==> src/rtl/usr_pkg.sv <==
// Shared types and helpers for the universal shift register.
// Mode codes, FSM states and the step-count clamp.
package usr_pkg;

  typedef enum logic [2:0] {
    MODE_HOLD = 3'd0,
    MODE_LOAD = 3'd1,
    MODE_SHL  = 3'd2,
    MODE_SHR  = 3'd3,
    MODE_ROL  = 3'd4,
    MODE_ROR  = 3'd5,
    MODE_ASR  = 3'd6,
    MODE_RSVD = 3'd7
  } usr_mode_e;

  typedef enum logic {
    ST_IDLE = 1'b0,
    ST_RUN  = 1'b1
  } usr_state_e;

  // Steps requested beyond the register width are pointless, so cap them.
  function automatic int unsigned clamp_count(input int unsigned cnt,
                                              input int unsigned width);
    return (cnt > width) ? width : cnt;
  endfunction

  function automatic logic is_stepped(input usr_mode_e m);
    return (m == MODE_SHL) || (m == MODE_SHR) || (m == MODE_ROL) ||
           (m == MODE_ROR) || (m == MODE_ASR);
  endfunction

endpackage

==> src/rtl/usr_step.sv <==
// Combinational single-step next-value logic for the universal shift register.
// Hold and the reserved code both keep the current contents.
module usr_step
  import usr_pkg::*;
#(
  parameter int WIDTH = 8
) (
  input  usr_mode_e          mode,
  input  logic [WIDTH-1:0]   po,
  input  logic               ser_in_lsb,
  input  logic               ser_in_msb,
  input  logic [WIDTH-1:0]   pi,
  output logic [WIDTH-1:0]   nxt
);

  always_comb begin
    nxt = po;
    case (mode)
      MODE_LOAD: nxt = pi;
      MODE_SHL:  nxt = {po[WIDTH-2:0], ser_in_lsb};
      MODE_SHR:  nxt = {ser_in_msb, po[WIDTH-1:1]};
      MODE_ROL:  nxt = {po[WIDTH-2:0], po[WIDTH-1]};
      MODE_ROR:  nxt = {po[0], po[WIDTH-1:1]};
      MODE_ASR:  nxt = {po[WIDTH-1], po[WIDTH-1:1]};
      default:   nxt = po;
    endcase
  end

endmodule

==> src/rtl/universal_shift_reg.sv <==
// Universal shift register with start/busy/done sequencing of multi-step ops.
// Define USR_PARITY_EN to add a registered parity output tracking ^PO.
module universal_shift_reg
  import usr_pkg::*;
#(
  parameter  int WIDTH = 8,
  localparam int CNT_W = $clog2(WIDTH + 1)
) (
  input  logic               clk,
  input  logic               rst,
  input  logic               start,
  input  logic [2:0]         mode,
  input  logic [CNT_W-1:0]   count,
  input  logic [WIDTH-1:0]   PI,
  input  logic               ser_in_lsb,
  input  logic               ser_in_msb,
  output logic [WIDTH-1:0]   PO,
  output logic               so_msb,
  output logic               so_lsb,
  output logic               busy,
  output logic               done
`ifdef USR_PARITY_EN
  ,output logic              parity
`endif
);

  usr_state_e         state_q, state_d;
  usr_mode_e          mode_q, mode_d;
  logic [CNT_W-1:0]   rem_q, rem_d;
  logic [WIDTH-1:0]   po_q, po_d;
  logic               busy_q, busy_d;
  logic               done_q, done_d;

  usr_mode_e          mode_in;
  usr_mode_e          step_mode;
  logic [CNT_W-1:0]   n_eff;
  logic [WIDTH-1:0]   step_nxt;

  assign mode_in = usr_mode_e'(mode);
  assign n_eff   = CNT_W'(clamp_count(32'(count), WIDTH));

  // In IDLE the live mode drives the step so the first step lands on the start edge.
  assign step_mode = (state_q == ST_RUN) ? mode_q : mode_in;

  usr_step #(
    .WIDTH(WIDTH)
  ) u_step (
    .mode       (step_mode),
    .po         (po_q),
    .ser_in_lsb (ser_in_lsb),
    .ser_in_msb (ser_in_msb),
    .pi         (PI),
    .nxt        (step_nxt)
  );

  always_comb begin
    state_d = state_q;
    mode_d  = mode_q;
    rem_d   = rem_q;
    po_d    = po_q;
    busy_d  = busy_q;
    done_d  = 1'b0;
    case (state_q)
      ST_IDLE: begin
        if (start) begin
          if (is_stepped(mode_in)) begin
            if (n_eff == '0) begin
              done_d = 1'b1;
            end else begin
              po_d = step_nxt;
              if (n_eff == CNT_W'(1)) begin
                done_d = 1'b1;
              end else begin
                state_d = ST_RUN;
                mode_d  = mode_in;
                rem_d   = n_eff - CNT_W'(1);
                busy_d  = 1'b1;
              end
            end
          end else begin
            // LOAD takes PI; HOLD and the reserved code leave PO as is.
            po_d   = step_nxt;
            done_d = 1'b1;
          end
        end
      end
      ST_RUN: begin
        po_d = step_nxt;
        if (rem_q == CNT_W'(1)) begin
          state_d = ST_IDLE;
          rem_d   = '0;
          busy_d  = 1'b0;
          done_d  = 1'b1;
        end else begin
          rem_d = rem_q - CNT_W'(1);
        end
      end
      default: begin
        state_d = ST_IDLE;
        busy_d  = 1'b0;
      end
    endcase
  end

  always_ff @(posedge clk) begin
    if (rst) begin
      state_q <= ST_IDLE;
      mode_q  <= MODE_HOLD;
      rem_q   <= '0;
      po_q    <= '0;
      busy_q  <= 1'b0;
      done_q  <= 1'b0;
    end else begin
      state_q <= state_d;
      mode_q  <= mode_d;
      rem_q   <= rem_d;
      po_q    <= po_d;
      busy_q  <= busy_d;
      done_q  <= done_d;
    end
  end

`ifdef USR_PARITY_EN
  logic parity_q, parity_d;

  assign parity_d = ^po_d;

  always_ff @(posedge clk) begin
    if (rst) begin
      parity_q <= 1'b0;
    end else begin
      parity_q <= parity_d;
    end
  end

  assign parity = parity_q;
`endif

  assign PO     = po_q;
  assign so_msb = po_q[WIDTH-1];
  assign so_lsb = po_q[0];
  assign busy   = busy_q;
  assign done   = done_q;

endmodule

==> config.mk <==
export PLATFORM = sky130hd
export DESIGN_NAME = universal_shift_reg
export DESIGN_NICKNAME = d
export VERILOG_FILES = /design/src/rtl/usr_pkg.sv /design/src/rtl/usr_step.sv /design/src/rtl/universal_shift_reg.sv
export SDC_FILE = /design/constraint.sdc
export NUM_CORES = 1
export LEC_CHECK = 0
export ABC_AREA = 0
export CAP_MARGIN = 40
export CORE_MARGIN = 4
export CORE_UTILIZATION = 51
export DETAILED_ROUTE_END_ITERATION = 10
export GPL_TIMING_DRIVEN = 0
export PLACE_DENSITY = 0.79
export SYNTH_ARGS = -nofsm -noshare
export SYNTH_HDL_FRONTEND = slang
export SYNTH_SLANG_ARGS = --single-unit
==> constraint.sdc <==
create_clock -name clk -period 4.2 [get_ports clk]
set_clock_uncertainty 0.1 [all_clocks]
set_input_delay 1.26 -clock clk [delete_from_list [all_inputs] [get_ports clk]]
set_output_delay 1.26 -clock clk [all_outputs]
set_load 0.03 [all_outputs]
==> impl_metrics.csv, run 1 <==
group,metric,value,unit
drt,wirelength,3090,um
setup_path,worstPathRequired,4.28,ns
placed_design,place_congestion,0.930,
timing,setup_total_negative_slack,0,ns
yosys,synth.yosys.warnings,0,
final_layout,drive_gt1_share,9.78,%
timing,finalHoldViolCount,0,
die,io_pins,32,
placed_design,io_buffers,28,
global_routing,grt_pass1_vias,1176,
die,dieArea,3310,sq um
timing,whs,0.382,ns
run,maxCapViolCount,0,
yosys,synth_top_area_share,28.8,%
clock_network,cts_max_path_buffers,2,
clock_network,cts_root_buffer,"clkbuf_4",
final_layout,area_growth,28.1,%
status,outcome,"completed",
clock_network,cts_setup_buffers,0,
final_layout,layout.nets,209,
die,chipHeight,57.5,um
min_path,hp-class,"reg -> reg",
global_routing,grt_pass1_wl,5290,um
clock_network,cts_tree,"built",
die,die_x,57.5,um
global_routing,grt_max_degree,11,
yosys,yosysMostFrequentCell,"nor2_1",
yosys,async_reset_ff_share,0,%
placed_design,post-dp-hpwl,2400,um
setup_path,r2r_slack,2.22,ns
timing,rsz0062_at_grt,"no",
drt,drt-vias-per-instance,5.95,
clock_network,clock_sinks,18,
clock_network,cts_made_buffers,3,
setup_path,arrival,3.36,ns
setup_path,crit_path_max_incr_delay,0.45,ns
clock_network,cts_hold_buffers,0,
clock_network,cts_resized,0,
setup_path,path_buf_inv,2,
timing,slew_violations,0,
final_layout,multiInputGateArea,810,sq um
pwr,p_per_area,332,nW/um^2
min_path,worstHoldPathCells,2,
die,coreArea,2280,sq um
yosys,ys.flop_type,"dfxtp_1",
yosys,syn_area,1250,sq um
yosys,synthTopCellsByCount,"21 x nor2_1, 18 x dfxtp_1, 10 x nand2b_1",
yosys,ys_seq_area_share,28.8,%
timing,fmax,305,MHz
setup_path,r2r_cells,6,
final_layout,num_antenna_cells,0,
timing,fin_crit,3.28,ns
timing,fin_crit_sh,78.1,%
drt,firstDrtPassIters,4,
clock_network,htree_num_levels,1,
setup_path,crit_path_start_kind,"input pin",
yosys,ys_types,44,
yosys,synth_fp_nets,176,
clock_network,clk_pin_slew,0.11,ns
drt,num_vias,1262,
pwr,vdd_drop_max,0.259,mV
drt,route.detailed.drc,0,
setup_path,end_kind,"register",
setup_path,cp_max_fo,8,
yosys,syn_inst,152,
drt,first_iter_violations,23,
setup_path,crit_family,"buffers and inverters",
setup_path,crit_type,"in -> reg",
global_routing,track_usage,19.8,%
drt,avgRoutedWirePerCell,14.6,um
yosys,netlist_top_cells_area,"dfxtp_1 29%, nor2_1 6.3%, nand2b_1 5.0%, o32ai_1 4.9%, mux2i_1 4.8%",
yosys,ys_ff_latch,18,
clock_network,clk_latency,0.30,ns
global_routing,antenna_found_initial,0,
yosys,synth-edff-count,0,
yosys,avgSynthCellArea,8.22,sq um
setup_path,cp_cell_sequence,"clkdlybuf4s50_1 -> nand2b_1 -> ha_1 -> or2_2 -> a211oi_1 -> a21o_1 -> buf_2 -> mux2i_1 -> nor2_1",
timing,tightest_slew,0.566,ns
timing,maxSlewHeadroom,62.3,%
yosys,synth_area_leader_cell,"dfxtp_1",
drt,ant_nets,0,
final_layout,nFillCells,193,
final_layout,regArea,360,sq um
die,initial_core_util,54.9,%
setup_path,critPathSlowestCell,"clkdlybuf4s50_1",
global_routing,overflow,0,
pwr,p_leak,0.624,nW
die,rows,17,
setup_path,critical_path_depth,9,
timing,final-setup-viol-count,0,
through the flow:
step / utilization (%) / instances / worst slack [ns] / cell area (sq um) / power (mW)
after floorplan: - / 152 / 1.23 / 1250 / 0.354
after global placement: 68.8 / 208 / 0.624 / 1570 / 0.419
after detailed placement: 68.8 / 208 / 0.592 / 1570 / 0.425
after CTS: 70.4 / 212 / 0.917 / 1600 / 0.535
after global routing: 70.4 / 212 / 0.758 / 1600 / 0.564
final: 70.4 / 212 / 0.918 / 1600 / 0.532
registers in the layout, summed over array words and instances (netlist names):
signal,cells
state_q,1
busy,1
done,1
rem_q,4
PO,8
mode_q,3
cell usage in the layout (no fill, tap or decap), types with 2 or more instances in the layout:
master           synthesis  routed
a211oi_1                 4       4
a21o_1                   2       2
a21oi_1                  7       7
and3_1                   3       3
and3b_1                  2       2
buf_2                    4       4
buf_4                    2       2
clkbuf_1                 3       3
clkbuf_4                 0       3
clkdlybuf4s50_1          0      28
dfxtp_1                 18      18
ha_1                     4       4
inv_1                    5       5
mux2i_1                  6       6
nand2_1                  4       4
nand2b_1                10      10
nand3_1                  2       2
nor2_1                  21      21
nor3_1                   2       2
nor3b_1                  4       4
o211ai_1                 2       2
o21ai_0                  7       7
o22ai_1                  7       7
o32ai_1                  7       7
or3_1                    2       2
xnor2_1                  4       4
final timing paths:
kind | startpoint | end
setup / recovery | count[3] | rem_q[1]$_SDFFE_PP0P_
hold / removal | busy$_SDFFE_PP0P_ | busy$_SDFFE_PP0P_
setup reg to reg | state_q$_SDFF_PP0_ | PO[5]$_SDFFE_PP0P_
hold reg to reg | busy$_SDFFE_PP0P_ | busy$_SDFFE_PP0P_
layer usage:
metal,wire [um],GRT usage [%],vias up
met2,1530,34.7,46
li1,-,-,624
met3,202,3.39,6
met4,56,6.62,0
met5,0,0,-
met1,1300,24.2,586
worst register-to-register path, cell delays in order (launching register included):
cell and delay [ns]:
dfxtp_1 0.35, buf_6 0.14, or4b_1 0.51, o32a_1 0.32, a21boi_4 0.19, nand2b_2 0.15
o32ai_1 0.11
power by group:
part | switching, mW | internal [mW] | total (mW)
registers | 0.0207 | 0.190 | 0.211
logic | 0.110 | 0.100 | 0.210
clock network | 0.0575 | 0.0528 | 0.110
final cells by class:
class                   instances  area share, %
well taps                      28           2.19
inverters                       5           1.17
clock buffers                   4           2.27
flip-flops and latches         18           22.5
plain buffers                  11           3.83
repair buffers                 28           17.5
multi-input cells             118           50.5
logic make-up (layout without fill, tap and decap cells):
logic type | Yosys count | in the layout | synth area share (%)
simple gates | 62 | 62 | 28.5
compound gates | 41 | 41 | 23.7
flops | 18 | 18 | 28.8
buf+inv | 16 | 48 | 6.41
mux | 7 | 7 | 5.71
fa+ha+maj | 4 | 4 | 4.00
xor+xnor | 4 | 4 | 2.80
No activity file was read; power rests on OpenSTA's default activity.
==> inputs of run 2 (changes only) <==
Settings changed: CORE_UTILIZATION 51 to 44, PLACE_DENSITY 0.79 to 0.72.
Clock period 4.2 ns to 2.7 ns, I/O delays scaled along.
==> impl_metrics.csv, run 2 (same netlist as run 1, synthesis figures left out) <==
group,metric,value,unit
setup_path,arrival,2.70,ns
setup_path,r2r_cells,6,
drt,route.detailed.drc,0,
clock_network,clk_pin_slew,0.11,ns
global_routing,overflow,0,
drt,first_iter_violations,41,
final_layout,num_antenna_cells,0,
setup_path,crit_path_start_kind,"input pin",
placed_design,dp.cells,211,
placed_design,place_congestion,0.782,
final_layout,regArea,360,sq um
timing,rsz0062_at_grt,"no",
drt,num_vias,1265,
timing,fmax,382,MHz
timing,slew_violations,0,
drt,ant_nets,0,
placed_design,io_buffers,28,
timing,final-setup-viol-count,0,
die,die_x,61.3,um
final_layout,post-route-util,61.0,%
clock_network,cts_setup_buffers,0,
clock_network,cts_tree,"built",
global_routing,grt_max_degree,11,
setup_path,worstPathRequired,2.78,ns
timing,fin_crit,2.62,ns
final_layout,mostFrequentLayoutCell,"clkdlybuf4s50_1",
pwr,comb_power_share,40.9,%
final_layout,fin_cells,215,
drt,drt-vias-per-instance,5.88,
timing,tightest_slew,0.574,ns
final_layout,most-common-layout-cells,"26 x clkdlybuf4s50_1, 21 x nor2_1, 18 x dfxtp_1",
die,io_pins,32,
pwr,p_leak,0.659,nW
min_path,worstHoldStart,"busy$_SDFFE_PP0P_",
global_routing,antenna_found_initial,0,
pwr,sw_frac_of_total,35.7,%
drt,firstDrtPassIters,4,
status,outcome,"completed",
clock_network,clk_latency,0.30,ns
die,rows,19,
drt,wirelength,3220,um
final_layout,layout.nets,209,
run,maxCapViolCount,0,
die,dieArea,3760,sq um
clock_network,htree_num_levels,1,
min_path,whs_endpoint,"busy$_SDFFE_PP0P_",
setup_path,r2r_slack,0.71,ns
setup_path,cp_max_fo,9,
min_path,hp-class,"reg -> reg",
pwr,p_per_area,506,nW/um^2
setup_path,crit_type,"in -> reg",
final_layout,largest_reg_flops,8,
global_routing,track_usage,18.1,%
clock_network,cts_max_path_buffers,2,
die,coreArea,2730,sq um
timing,setup_total_negative_slack,0,ns
setup_path,end_kind,"register",
setup_path,reg2reg_from,"state_q$_SDFF_PP0_",
final_layout,nFillCells,248,
timing,maxSlewHeadroom,61.8,%
clock_network,cts_made_buffers,3,
die,initial_core_util,45.7,%
setup_path,r2r-end,"PO[6]$_SDFFE_PP0P_",
pwr,pwr-share-seq,38.9,%
final_layout,multiInputGateArea,868,sq um
global_routing,grt_pass1_vias,1175,
min_path,worstHoldPathCells,2,
clock_network,clock_sinks,18,
drt,avgRoutedWirePerCell,15.0,um
pwr,vdd_drop_max,0.387,mV
die,chipHeight,61.3,um
timing,whs,0.364,ns
final_layout,area_growth,33.4,%
pwr,internal-power,0.542,mW
pwr,p_sw,0.301,mW
final_layout,drive_gt1_share,13.6,%
clock_network,cts_root_buffer,"clkbuf_4",
global_routing,grt_pass1_wl,5120,um
placed_design,post-dp-hpwl,2490,um
timing,fin_crit_sh,96.9,%
timing,finalHoldViolCount,0,
clock_network,cts_hold_buffers,0,
pwr,clkPwrFrac,20.2,%
run 2: how the worst max path moves through the flow:
| stage | startpoint | to | slack (ns) |
|---|---|---|---|
| after floorplan | count[3] | rem_q[1]$_SDFFE_PP0P_ | 0.18 |
| after global routing | count[0] | rem_q[1]$_SDFFE_PP0P_ | 0.03 |
| final | count[0] | PO[6]$_SDFFE_PP0P_ | 0.08 |
| after global placement | count[3] | rem_q[1]$_SDFFE_PP0P_ | -0.43 |
| after CTS | count[1] | rem_q[1]$_SDFFE_PP0P_ | 0.03 |
| after detailed placement | count[3] | rem_q[1]$_SDFFE_PP0P_ | -0.47 |
run 2: through the flow:
| stage | total power, mW | instance area [sq um] | setup WS, ns |
|---|---|---|---|
| floorplan | 0.551 | 1250 | 0.177 |
| global placement | 0.651 | 1570 | -0.434 |
| detailed placement | 0.663 | 1570 | -0.471 |
| CTS | 0.840 | 1630 | 0.0285 |
| global route | 0.900 | 1670 | 0.0269 |
| finish | 0.843 | 1670 | 0.0825 |
run 2: area by class of cell:
type | count | share of cell area, %
multi-input cells | 118 | 52.1
flip-flops and latches | 18 | 21.6
repair buffers | 28 | 16.9
plain buffers | 11 | 3.83
well taps | 31 | 2.33
clock buffers | 4 | 2.18
inverters | 5 | 1.13
run 2: per-layer routing:
layer	wire, um	GRT usage [%]	part of all wire [%]	up-vias
met3	171	2.73	5.3	5
met1	1300	21.7	40	608
met5	0	0	0	-
met4	43	6.50	1.3	0
li1	-	-	-	623
met2	1710	32.5	53	29
run 2: worst max-delay path, cell delays in order:
cell and delay (ns):
clkdlybuf4s50_1 0.46, nand2b_4 0.11, ha_4 0.13, or4b_4 0.45
o32a_1 0.32, a21boi_4 0.19, nand2b_4 0.13, o32ai_1 0.10
run 2: timing repair:
item                       CTS  global route
gates resized for setup      6             8
pin swaps                    0             1
setup endpoints to repair   15            15
cloned                       0             0
run 2: power groups by stage:
| stage | Sequential, mW | Combinational [mW] | Clock (mW) |
|---|---|---|---|
| detailed placement | 0.334 | 0.330 | 0 |
| floorplan | 0.362 | 0.188 | 0 |
| finish | 0.328 | 0.345 | 0.171 |
| CTS | 0.327 | 0.337 | 0.176 |
| global route | 0.334 | 0.375 | 0.192 |
| global placement | 0.332 | 0.319 | 0 |
